===== src/rtl/seg7_pkg.sv =====
//------------------------------------------------------------------------------
// Module  : seg7_pkg
// Brief   : Shared 7-segment digit patterns (active-low {g,f,e,d,c,b,a}) and
//           the pair-encoder FSM state type.
// Rev     : 1.0  initial release
//------------------------------------------------------------------------------
`default_nettype none

package seg7_pkg;

    localparam logic [6:0] c_SEG_0     = 7'h40;
    localparam logic [6:0] c_SEG_1     = 7'h79;
    localparam logic [6:0] c_SEG_2     = 7'h24;
    localparam logic [6:0] c_SEG_3     = 7'h30;
    localparam logic [6:0] c_SEG_4     = 7'h19;
    localparam logic [6:0] c_SEG_5     = 7'h12;
    localparam logic [6:0] c_SEG_6     = 7'h02;
    localparam logic [6:0] c_SEG_7     = 7'h78;
    localparam logic [6:0] c_SEG_8     = 7'h00;
    localparam logic [6:0] c_SEG_9     = 7'h10;
    localparam logic [6:0] c_SEG_BLANK = 7'h7F;

    typedef enum logic [1:0] {
        ST_IDLE   = 2'd0,
        ST_SETTLE = 2'd1,
        ST_REPORT = 2'd2
    } seg7_state_t;

endpackage

`default_nettype wire


===== src/rtl/seg7_digit_lookup.sv =====
//------------------------------------------------------------------------------
// Module  : seg7_digit_lookup
// Brief   : Combinational 7-segment pattern to decimal digit decoder with a
//           legal-pattern flag; anything outside 0..9 (blank included) is illegal.
// Rev     : 1.0  initial release
//------------------------------------------------------------------------------
`default_nettype none

module seg7_digit_lookup
    import seg7_pkg::*;
(
    input  logic [6:0] pattern,
    output logic [3:0] digit,
    output logic       legal
);

    always_comb begin
        digit = 4'd0;
        legal = 1'b1;
        case (pattern)
            c_SEG_0: digit = 4'd0;
            c_SEG_1: digit = 4'd1;
            c_SEG_2: digit = 4'd2;
            c_SEG_3: digit = 4'd3;
            c_SEG_4: digit = 4'd4;
            c_SEG_5: digit = 4'd5;
            c_SEG_6: digit = 4'd6;
            c_SEG_7: digit = 4'd7;
            c_SEG_8: digit = 4'd8;
            c_SEG_9: digit = 4'd9;
            default: legal = 1'b0;
        endcase
    end

endmodule

`default_nettype wire


===== src/rtl/seg7_pair_encoder.sv =====
//------------------------------------------------------------------------------
// Module  : seg7_pair_encoder
// Brief   : Debounces a tens/units 7-segment pair and reports it as a 0..15
//           value, pulsing value_valid on change or pattern_err on bad pairs.
// Rev     : 1.0  initial release
//------------------------------------------------------------------------------
`default_nettype none

module seg7_pair_encoder
    import seg7_pkg::*;
#(
    parameter int unsigned STABLE_CYCLES = 4
) (
    input  logic       clk,
    input  logic       rst,
    input  logic [6:0] seg_lo,
    input  logic [6:0] seg_hi,
    input  logic       sample,
    output logic [3:0] value,
    output logic       value_valid,
    output logic       pattern_err,
    output logic       busy
);

    localparam logic [3:0] c_STABLE = 4'(STABLE_CYCLES);

    seg7_state_t r_state, w_state_nxt;
    logic [3:0]  r_count, w_count_nxt;
    logic [6:0]  r_cap_hi, w_cap_hi_nxt;
    logic [6:0]  r_cap_lo, w_cap_lo_nxt;
    logic [3:0]  r_value, w_value_nxt;
    logic        r_valid, w_valid_nxt;
    logic        r_err, w_err_nxt;
    logic        r_have_last, w_have_last_nxt;
    logic [3:0]  r_last_value, w_last_value_nxt;
    logic        w_enter_report;

    logic [3:0]  w_hi_digit, w_lo_digit;
    logic        w_hi_legal, w_lo_legal;
    logic        w_pair_legal;
    logic [3:0]  w_pair_value;
    logic        w_suppress;
    logic        w_match;
    logic [3:0]  w_count_inc;

    seg7_digit_lookup u_lookup_hi (
        .pattern (seg_hi),
        .digit   (w_hi_digit),
        .legal   (w_hi_legal)
    );

    seg7_digit_lookup u_lookup_lo (
        .pattern (seg_lo),
        .digit   (w_lo_digit),
        .legal   (w_lo_legal)
    );

    // The result is decoded from the live inputs: on the edge entering REPORT
    // they are either freshly captured or equal to the captured pair.
    assign w_pair_legal = w_hi_legal && w_lo_legal &&
                          ((w_hi_digit == 4'd0) ||
                           ((w_hi_digit == 4'd1) && (w_lo_digit <= 4'd5)));
    assign w_pair_value = (w_hi_digit == 4'd1) ? (4'd10 + w_lo_digit) : w_lo_digit;
    assign w_suppress   = r_have_last && (r_last_value == w_pair_value);
    assign w_match      = (seg_hi == r_cap_hi) && (seg_lo == r_cap_lo);
    assign w_count_inc  = r_count + 4'd1;

    always_comb begin
        w_state_nxt      = r_state;
        w_count_nxt      = r_count;
        w_cap_hi_nxt     = r_cap_hi;
        w_cap_lo_nxt     = r_cap_lo;
        w_value_nxt      = r_value;
        w_valid_nxt      = 1'b0;
        w_err_nxt        = 1'b0;
        w_have_last_nxt  = r_have_last;
        w_last_value_nxt = r_last_value;
        w_enter_report   = 1'b0;

        case (r_state)
            ST_IDLE: begin
                if (sample) begin
                    w_cap_hi_nxt = seg_hi;
                    w_cap_lo_nxt = seg_lo;
                    w_count_nxt  = 4'd1;
                    if (c_STABLE == 4'd1) begin
                        w_enter_report = 1'b1;
                    end else begin
                        w_state_nxt = ST_SETTLE;
                    end
                end
            end
            ST_SETTLE: begin
                if (!sample) begin
                    w_state_nxt = ST_IDLE;
                    w_count_nxt = 4'd0;
                end else if (w_match) begin
                    w_count_nxt = w_count_inc;
                    if (w_count_inc == c_STABLE) begin
                        w_enter_report = 1'b1;
                    end
                end else begin
                    w_cap_hi_nxt = seg_hi;
                    w_cap_lo_nxt = seg_lo;
                    w_count_nxt  = 4'd1;
                end
            end
            ST_REPORT: begin
                w_state_nxt = ST_IDLE;
                w_count_nxt = 4'd0;
            end
            default: begin
                w_state_nxt = ST_IDLE;
                w_count_nxt = 4'd0;
            end
        endcase

        // Error pairs always pulse; legal pairs pulse only when they differ
        // from the last reported legal value.
        if (w_enter_report) begin
            w_state_nxt = ST_REPORT;
            if (!w_pair_legal) begin
                w_err_nxt = 1'b1;
            end else if (!w_suppress) begin
                w_valid_nxt      = 1'b1;
                w_value_nxt      = w_pair_value;
                w_have_last_nxt  = 1'b1;
                w_last_value_nxt = w_pair_value;
            end
        end
    end

    always_ff @(posedge clk) begin
        if (rst) begin
            r_state      <= ST_IDLE;
            r_count      <= 4'd0;
            r_cap_hi     <= c_SEG_BLANK;
            r_cap_lo     <= c_SEG_BLANK;
            r_value      <= 4'd0;
            r_valid      <= 1'b0;
            r_err        <= 1'b0;
            r_have_last  <= 1'b0;
            r_last_value <= 4'd0;
        end else begin
            r_state      <= w_state_nxt;
            r_count      <= w_count_nxt;
            r_cap_hi     <= w_cap_hi_nxt;
            r_cap_lo     <= w_cap_lo_nxt;
            r_value      <= w_value_nxt;
            r_valid      <= w_valid_nxt;
            r_err        <= w_err_nxt;
            r_have_last  <= w_have_last_nxt;
            r_last_value <= w_last_value_nxt;
        end
    end

    assign value       = r_value;
    assign value_valid = r_valid;
    assign pattern_err = r_err;
    assign busy        = (r_state != ST_IDLE);

endmodule

`default_nettype wire


===== config.mk =====
export PLATFORM = sky130hd
export DESIGN_NAME = seg7_pair_encoder
export DESIGN_NICKNAME = d
export VERILOG_FILES = /design/src/rtl/seg7_pkg.sv /design/src/rtl/seg7_digit_lookup.sv /design/src/rtl/seg7_pair_encoder.sv
export SDC_FILE = /design/constraint.sdc
export NUM_CORES = 1
export LEC_CHECK = 0
export ABC_AREA = 1
export CORE_AREA = 10 10 102 59
export CTS_CLUSTER_DIAMETER = 80
export CTS_CLUSTER_SIZE = 10
export DETAILED_ROUTE_END_ITERATION = 12
export DIE_AREA = 0 0 112 69
export HOLD_SLACK_MARGIN = 0.1
export MAX_ROUTING_LAYER = met4
export PLACE_DENSITY = 0.7
export REMOVE_ABC_BUFFERS = 1
export SLEW_MARGIN = 10
export SYNTH_ARGS = -nofsm -noshare
export SYNTH_HDL_FRONTEND = slang
export SYNTH_HIERARCHICAL = 1
export SYNTH_SLANG_ARGS = --single-unit

===== constraint.sdc =====
create_clock -name clk -period 2.5 [get_ports clk]
set_input_delay 0.375 -clock clk [delete_from_list [all_inputs] [get_ports clk]]
set_output_delay 0.375 -clock clk [all_outputs]
set_load 0.05 [all_outputs]

======== Word-level counts from Yosys, hierarchy flattened ========
Index checks and enable logic that the tools add are counted.
cells by class
  $add $sub $neg .......................... 2
  magnitude comparators ................... 1
  equal/unequal tests ..................... 30
  multiplexer cells ....................... 27
  bitwise gates (word level) .............. 3
  reduce and logical (&&, ||, !) cells .... 21
operators by type and width
  cell                                                             count
  case mux 4 bit (9 select lines)                                  2
  equality test 7 x 5 -> 1 bit (second input constant)             6
  equality test 7 bit (second input constant)                      6
  2-to-1 mux 7 bit                                                 6
  equality test 7 x 6 -> 1 bit (second input constant)             4
  case mux 7 bit (2 select lines)                                  2
  OR reduction 10 bit                                              2
  2-to-1 mux 4 bit                                                 4
  equality test 7 x 2 -> 1 bit (second input constant)             2
  equality test 7 bit                                              2
  logical NOT 7 bit                                                2
  2-to-1 mux 1 bit                                                 8
  != test 2 bit (second input constant)                            4
  case mux 4 bit (2 select lines)                                  1
  2-to-1 mux 2 bit                                                 3
  != test 3 bit (second input constant)                            2
  logical AND 1 bit                                                5
  adder 4 x 1 -> 4 bit (second input constant)                     1
  adder 4 bit (first input constant)                               1
  equality test 4 x 1 -> 1 bit (second input constant)             1
  equality test 4 x 3 -> 1 bit (second input constant)             1
  equality test 4 bit                                              1
  less-or-equal comparator 4 x 3 -> 1 bit (second input constant)  1
  logical NOT 4 bit                                                1
  other kinds (11)                                                 16
storage, ports and cells
  register bits after elaboration ......... 27
  input bits .............................. 17
  output and inout port bits .............. 7
  word-level logic and storage cells ...... 93

======== Depth between registers and ports, before layout ========
Gate-level depths: netlist of run 1.
  depth after elaboration ................. 8
  gate-level depth with buffers ........... 19
  mapped depth without buffers ............ 19

======== Hierarchy ========
The synthesis of run 1 kept the hierarchy.
by module, submodules not included
  module             instances  cells each  area an instance (µm²)  sequential area each (µm²)
  seg7_pair_encoder  1          257         1576.5                  540.5
  seg7_digit_lookup  2          50          234.0                   0.0

======== Least setup slack after synthesis of run 1 ========
OpenSTA, ideal clock, no wires.
  path kind ............................... input to register
  start point ............................. input port seg_lo[0]
  end point ............................... register r_last_value[0]
  setup time .............................. 113 ps
  arrival ................................. 1813 ps
  required time ........................... 2387 ps
  path slack .............................. 574 ps
  stages on the path ...................... 18
  buffers on the path ..................... 0
  cell sequence ........................... inv_1 > nand2_1 > nor2_1 > nand2_1 > nand2_2 > inv_1 > nand3_1 > ha_1 > inv_1 > nand3_1 > nand3_1 > nand2_1 > nor2_1 > nand3_1 > nand2_4 > nand2_1 > nand2_1 > nor2_1
between the ends
  longest elaborated chain between the ends .. 8
  elaborated cells between the ends (all ways) .. 29
  those cells by class .................... add/sub: 1; order compare: 1; eq/ne: 11; mux: 6; bitwise: 1; reduce/logical: 9
ends and longest elaborated chain
  item                                                        line                      RTL
  from (decl)                                                 seg7_pair_encoder.sv:16   input logic [6:0] seg_lo,
  equality test 7 x 5 -> 1 bit, or another cell as far along  seg7_digit_lookup.sv:20   case (pattern)
  case mux 4 bit (9 select lines) (*)                         seg7_digit_lookup.sv:20
  named net w_lo_digit[1]                                     seg7_pair_encoder.sv:38   logic [3:0] w_hi_digit, w_lo_digit;
  adder 4 bit                                                 seg7_pair_encoder.sv:63   assign w_pair_value = (w_hi_digit == 4'd1) ? (4'd10 + w_lo_digit) : w_lo_digit;
  2-to-1 mux 4 bit                                            seg7_pair_encoder.sv:63
  equality test 4 bit                                         seg7_pair_encoder.sv:64   assign w_suppress = r_have_last && (r_last_value == w_pair_value);
  logical AND 1 bit                                           seg7_pair_encoder.sv:64
  inverter 1 bit (no source line)                             -
  AND reduction 3 bit (no source line) (*)                    -
  to (signal assigned)                                        seg7_pair_encoder.sv:153  r_last_value <= w_last_value_nxt;
  to (decl)                                                   seg7_pair_encoder.sv:35   logic [3:0] r_last_value, w_last_value_nxt;
The timed path passes the listed nets; every way through them passes the cells marked *.
A chain may end at the register's enable or synchronous reset.

======== Final worst setup path of run 1 ========
  start point ............................. input port seg_lo[2]
  end point ............................... register r_last_value[0]
Same word-level chain as after synthesis.

==> results of run 1 <==
[how the worst max path moves through the flow]
stage	start	end	cells after the start
final	seg_lo[2]	r_last_value[0]	19
after global routing	seg_lo[0]	r_last_value[3]	19
after CTS	seg_lo[6]	r_last_value[0]	16
after detailed placement	seg_lo[6]	r_last_value[0]	16
after global placement	seg_lo[6]	r_last_value[3]	16
after floorplan	seg_lo[0]	r_last_value[0]	18
[worst reg2reg max path: cells and delay by family, from the launching register on]
kind	cells	cell delay (ns)
flops	1	0.36
buf+inv	2	0.13
simple gates	8	0.86
compound gates	1	0.10
[synth_stat cells]
master / n
nand3_1: 48
nor2_2: 11
dfxtp_1: 27
o21ai_0: 3
or2_2: 1
nand2_2: 4
clkbuf_1: 3
nand2_1: 121
buf_6: 2
inv_2: 8
clkbuf_4: 1
xor2_1: 2
nor3_1: 3
ha_1: 2
o21ai_1: 1
nand2_4: 3
nand3_2: 5
nand3b_1: 1
clkinv_1: 1
a31oi_1: 1
inv_1: 50
xnor2_1: 2
nor3b_1: 1
a21oi_1: 7
nor2_1: 44
nor2_4: 3
nand4_1: 2
[logic make-up (layout without fill, tap and decap cells)]
logic type	after synthesis	in the layout	share of synthesized area [%]
xor+xnor	4	4	1.71
buf+inv	65	125	12.9
simple gates	247	247	54.8
fa+ha+maj	2	2	1.22
compound gates	12	12	3.00
flops	27	27	26.4
[final cells by class]
class | instances | area (µm²)
Timing Repair Buffer | 62 | 531
Fill cell | 421 | 1560
Tap cell | 57 | 71.3
Clock buffer | 4 | 45.0
Sequential cell | 27 | 541
Inverter | 59 | 221
Multi-Input combinational cell | 265 | 1260
[metrics by stage]
step / std cells / setup slack [ns] / hold WS [ns]
after global placement: 470 / -0.139 / 0.446
after detailed placement: 470 / -0.230 / 0.453
after floorplan: 351 / 0.568 / 0.428
final: 474 / 0.138 / 0.467
after CTS: 474 / 0.0590 / 0.467
after global routing: 474 / 0.000285 / 0.496
[state kept, by name (all words and copies together), names as in the netlist]
signal,count
r_cap_hi,7
r_cap_lo,7
value_valid,1
r_count,4
r_state,2
r_last_value,4
pattern_err,1
r_have_last,1
[power by group]
group / internal, mW / switching [mW]
registers: 0.448 / 0.0133
logic: 0.102 / 0.123
clock network: 0.114 / 0.140
[per-layer routing]
metal / global-route usage (%) / vias to the layer above
met5: - / -
met1: 17.8 / 980
met3: 3.45 / 2
li1: - / 1210
met2: 19.5 / 44
met4: 2.36 / 0
==> impl_metrics.tcl, run 1 <==
set metrics [dict create \
    grt_pass1_vias 1965 \
    period_share_pct 94.5 \
    post-route-cell-area_um2 2670 \
    hold_end "r_have_last" \
    clk_pin_slew_ns 0.09 \
    peakVddDrop_v 0.000223 \
    min_from "r_have_last" \
    num_antenna_cells 0 \
    crit_family "simple AND/OR/NAND/NOR gates" \
    postCtsHoldBufs 0 \
    cap_violations 0 \
    post-cts-setup-buffers 0 \
    area_delta_synth_final_pct 30.7 \
    dr.pass1.iters 4 \
    ff2ff_path_depth 11 \
    critPathKind "primary input to flop" \
    rows 17 \
    cpPeakStageDelay_ns 0.59 \
    fin_nets 437 \
    endpoint_kind "flop" \
    post-route-util_pct 63.1 \
    timing.final.max_slew_violations 0 \
    ys_seq_area_share_pct 26.4 \
    power_density_nw_per_um2 352 \
    slew_headroom_pct 65.7 \
    clk_latency_ns 0.27 \
    leakagePower_nw 1.49 \
    crit_chain "clkdlybuf4s50_1 -> inv_2 -> nand2_1 -> nor2_1 -> nand2_1 -> nand2_2 -> inv_1 -> nand3_1 -> ha_1 -> inv_1 -> nand3_1 -> nand3_1 -> nand2_1 -> nor2_1 -> nand3_2 -> nand2_4 -> nand2_1 -> nand2_1 -> nor2_1" \
    core_area_um2 4230 \
    drive_above_1_share_pct 19.9 \
    final_common_cell "nand2_1" \
    synth.area.top_cells "dfxtp_1, nand2_1, nand3_1" \
    gp_congestion 0.915 \
    antenna_left 0 \
    critPathMostFrequentCell "nand2_1" \
    rrSetupSlack_ns 0.95 \
    clk_path_buf_depth 2 \
    overflow 0 \
    cts_tree "done" \
    hold_path_class "flop to flop" \
    viasPerCell 4.72 \
    cts_sinks 27 \
    worst_pin_slew_ns 0.513 \
    start_util_pct 48.3 \
    path_max_fanout 8 \
    die_h_um 69 \
    r2r_end "r_count[0]" \
    period_minus_slack_ns 2.36 \
    fmax_mhz 423 \
    status "complete, no violations" \
    htree_levels 1 \
    synthesis.area_um2 2040 \
    wl_met2_um 2190 \
    synth_cells 357 \
    rsz0062_at_grt "false" \
    placed_area_um2 2600 \
    fin_skew_ns 0.00234 \
    synthDominantCellAreaShare_pct 26.4 \
    yosysWarnings 6 \
    die_w_um 112 \
    met3_length_um 331 \
    synth_largest_area_cell "dfxtp_1" \
    cts_root_buf "clkbuf_8" \
    crit_buf_inv 4 \
    grt_pass1_wl_um 8790 \
    ys_ff_latch 27 \
    portBuffers 23 \
    required_ns 2.68 \
    holdPathStages 2 \
    timing.rr.start "r_cap_lo[3]" \
    tns_ns 0 \
    post-route-drc-count 0 \
    top_layer_used "met4" \
    routed_wl_um 5220 \
    power_mw 0.941 \
    antenna_found_initial 0 \
    numCtsBuffers 3 \
    floorplan.die_area_um2 7730 \
    start_kind "primary input" \
    wl_per_cell_um 11.0 \
    grt_max_degree 21 \
    ys_types 27 \
    hold_viol_final 0 \
    num_io_pins 24 \
    synth.avg_cell_area_um2 5.73 \
    finalSetupViolCount 0 \
    drt-met1-wl_um 2680 \
    crit_arrival_ns 2.54 \
    hpwlAfterDp_um 4180 \
    initialDrtViolationCount 137 \
    final_cell_mix "nand2_1, inv_1, nand3_1, nor2_1, buf_4" \
    grt_usage_pct 13.2 \
    slowest_stage "clkdlybuf4s50_1" \
    dr_total_vias 2236 \
    ctsResizeCount 0 \
]
Power figures use the tool's default switching activity.
==> run 2, diff against run 1 <==
- DONT_BUFFER_PORTS: default -> 1
- PLACE_DENSITY: 0.7 -> default
- REMOVE_ABC_BUFFERS: 1 -> default
==> run 2 against run 1 <==
Via count shrank 12%. Count of clock-buffer cells in the layout shrank 1. Clock skew grew 0.00070 ns. Die area is the same. Final area shrank 20%. Final cell count shrank 12%. Critical path depth shrank 1. Non-clock buffer count shrank 59. Global-route usage shrank 0.86 points. Sequential cell count is the same. Highest routed layer unchanged.
==> impl_metrics.tcl, run 2 (synthesis results as in run 1) <==
set metrics [dict create \
    die_h_um 69 \
    p_clk_share_pct 31.0 \
    timing.rr.start "r_cap_hi[3]" \
    numCtsBuffers 3 \
    core_area_um2 4230 \
    crit_start "seg_lo[0]" \
    start_kind "primary input" \
    postCtsHoldBufs 0 \
    cts_sinks 27 \
    p_sw_share_pct 29.9 \
    viasPerCell 4.72 \
    grt_pass1_wl_um 8050 \
    overflow 0 \
    period_minus_slack_ns 1.90 \
    crit_arrival_ns 2.09 \
    top_layer_used "met4" \
    dr.pass1.iters 4 \
    floorplan.die_area_um2 7730 \
    die_w_um 112 \
    cts_tree "done" \
    slowest_stage "ha_1" \
    hold_path_class "primary input to flop" \
    n_fill_cell 470 \
    status "complete, no violations" \
    endpoint_kind "flop" \
    cap_violations 0 \
    drive_above_1_share_pct 11.7 \
    grt_max_degree 21 \
    switchingPower_mw 0.261 \
    num_antenna_cells 0 \
    num_io_pins 24 \
    htree_levels 1 \
    fmax_mhz 527 \
    met3_length_um 285 \
    post-route-drc-count 0 \
    grt_pass1_vias 1687 \
    period_share_pct 75.9 \
    cpPeakStageDelay_ns 0.27 \
    combPwrFrac_pct 16.1 \
    finalSetupViolCount 0 \
    ctsResizeCount 0 \
    start_util_pct 48.3 \
    final_common_cell "nand2_1" \
    leakagePower_nw 1.20 \
    clk_pin_slew_ns 0.11 \
    power.internal_mw 0.611 \
    critPathMostFrequentCell "nand2_1" \
    cts_root_buf "clkbuf_8" \
    final_cell_mix "nand2_1, inv_1, nand3_1, nor2_1, dfxtp_1" \
    grt_usage_pct 12.4 \
    required_ns 2.69 \
    whs_ns 0.143 \
    rows 17 \
    rrSetupSlack_ns 0.84 \
    hold_viol_final 0 \
    peakVddDrop_v 0.000200 \
    fin_nets 378 \
    worst_pin_slew_ns 0.741 \
    slew_headroom_pct 50.5 \
    wl_per_cell_um 11.6 \
    crit_chain "inv_1 -> nand2_1 -> nor2_1 -> nand2_1 -> nand2_2 -> inv_1 -> nand3_1 -> ha_1 -> inv_1 -> nand3_1 -> nand3_1 -> nand2_1 -> nor2_1 -> nand3_1 -> nand2_4 -> nand2_1 -> nand2_1 -> nor2_1" \
    timing.final.max_slew_violations 0 \
    post-cts-setup-buffers 0 \
    rsz0062_at_grt "false" \
    power_frac_seq_pct 52.9 \
    drt-met1-wl_um 2660 \
    clk_path_buf_depth 2 \
    syn_nets 376 \
    antenna_found_initial 0 \
    path_max_fanout 8 \
    portBuffers 0 \
    ff2ff_path_depth 10 \
    reg_top3 "r_cap_hi: 7 flops, r_cap_lo: 7 flops" \
    area_delta_synth_final_pct 4.83 \
    r2r_end "r_cap_lo[6]" \
    dr_total_vias 1960 \
    wl_met2_um 1860 \
    hpwlAfterDp_um 3750 \
    critPathKind "primary input to flop" \
    clk_latency_ns 0.28 \
    fin_skew_ns 0.00304 \
    initialDrtViolationCount 94 \
    routed_wl_um 4810 \
    power_density_nw_per_um2 407 \
    gp_congestion 0.900 \
    crit_end "r_last_value[2]" \
    antenna_left 0 \
    tns_ns 0 \
]
-- run 2: changes by cell type in the layout (fill, tap and decap cells not counted), sizes merged --
cell / delta
buf: -36
clkbuf: -1
clkdlybuf4s50: -20
clkinv: +1
dlymetal6s2s: -3
-- run 2: stage by stage --
step,instance area [µm²],cells,util (%),power (mW),worst slack [ns]
2_1_floorplan,2040,357,-,0.590,0.574
3_3_place_gp,2100,411,49.5,0.611,0.282
3_5_place_dp,2100,411,49.5,0.611,0.328
4_1_cts,2140,415,50.6,0.877,0.626
5_1_grt,2140,415,50.6,0.919,0.312
6_report,2140,415,50.6,0.873,0.602
-- run 2: how the worst min path moves through the flow --
stage                      startpoint          end  cells past startpoint
after floorplan           r_have_last  r_have_last                      2
after global placement            rst   r_count[1]                      1
after detailed placement          rst   r_count[1]                      1
after CTS                         rst   r_count[1]                      1
after global routing              rst   r_count[2]                      1
final                             rst   r_count[2]                      1
-- run 2: critical path, delay by kind of cell --
family / cells / cell delay (ns)
and+or+nand+nor: 14 / 1.26
adders and majority gates: 1 / 0.27
buffers and inverters: 3 / 0.18
-- run 2: power by group through the flow --
stage,registers (mW),clock network (mW),logic [mW]
after floorplan,0.468,0,0.121
after global placement,0.471,0,0.140
after detailed placement,0.471,0,0.139
after CTS,0.461,0.276,0.140
after global routing,0.464,0.292,0.163
final,0.461,0.271,0.141
-- run 2: cell type report --
cell class	instances	area, µm²	area share (%)
inverter	59	221	10.3
clock buffer	3	41.3	1.93
tap	57	71.3	3.33
clock inverter	1	5.00	0.234
multi-input combinational	265	1240	57.9
sequential	27	541	25.2
timing repair buffer	3	22.5	1.05
-- run 2: routing by layer --
metal	up-vias	track usage [%]
li1	1090	-
met1	840	17.6
met2	28	17.0
met3	2	3.96
met4	0	0.833
met5	-	-
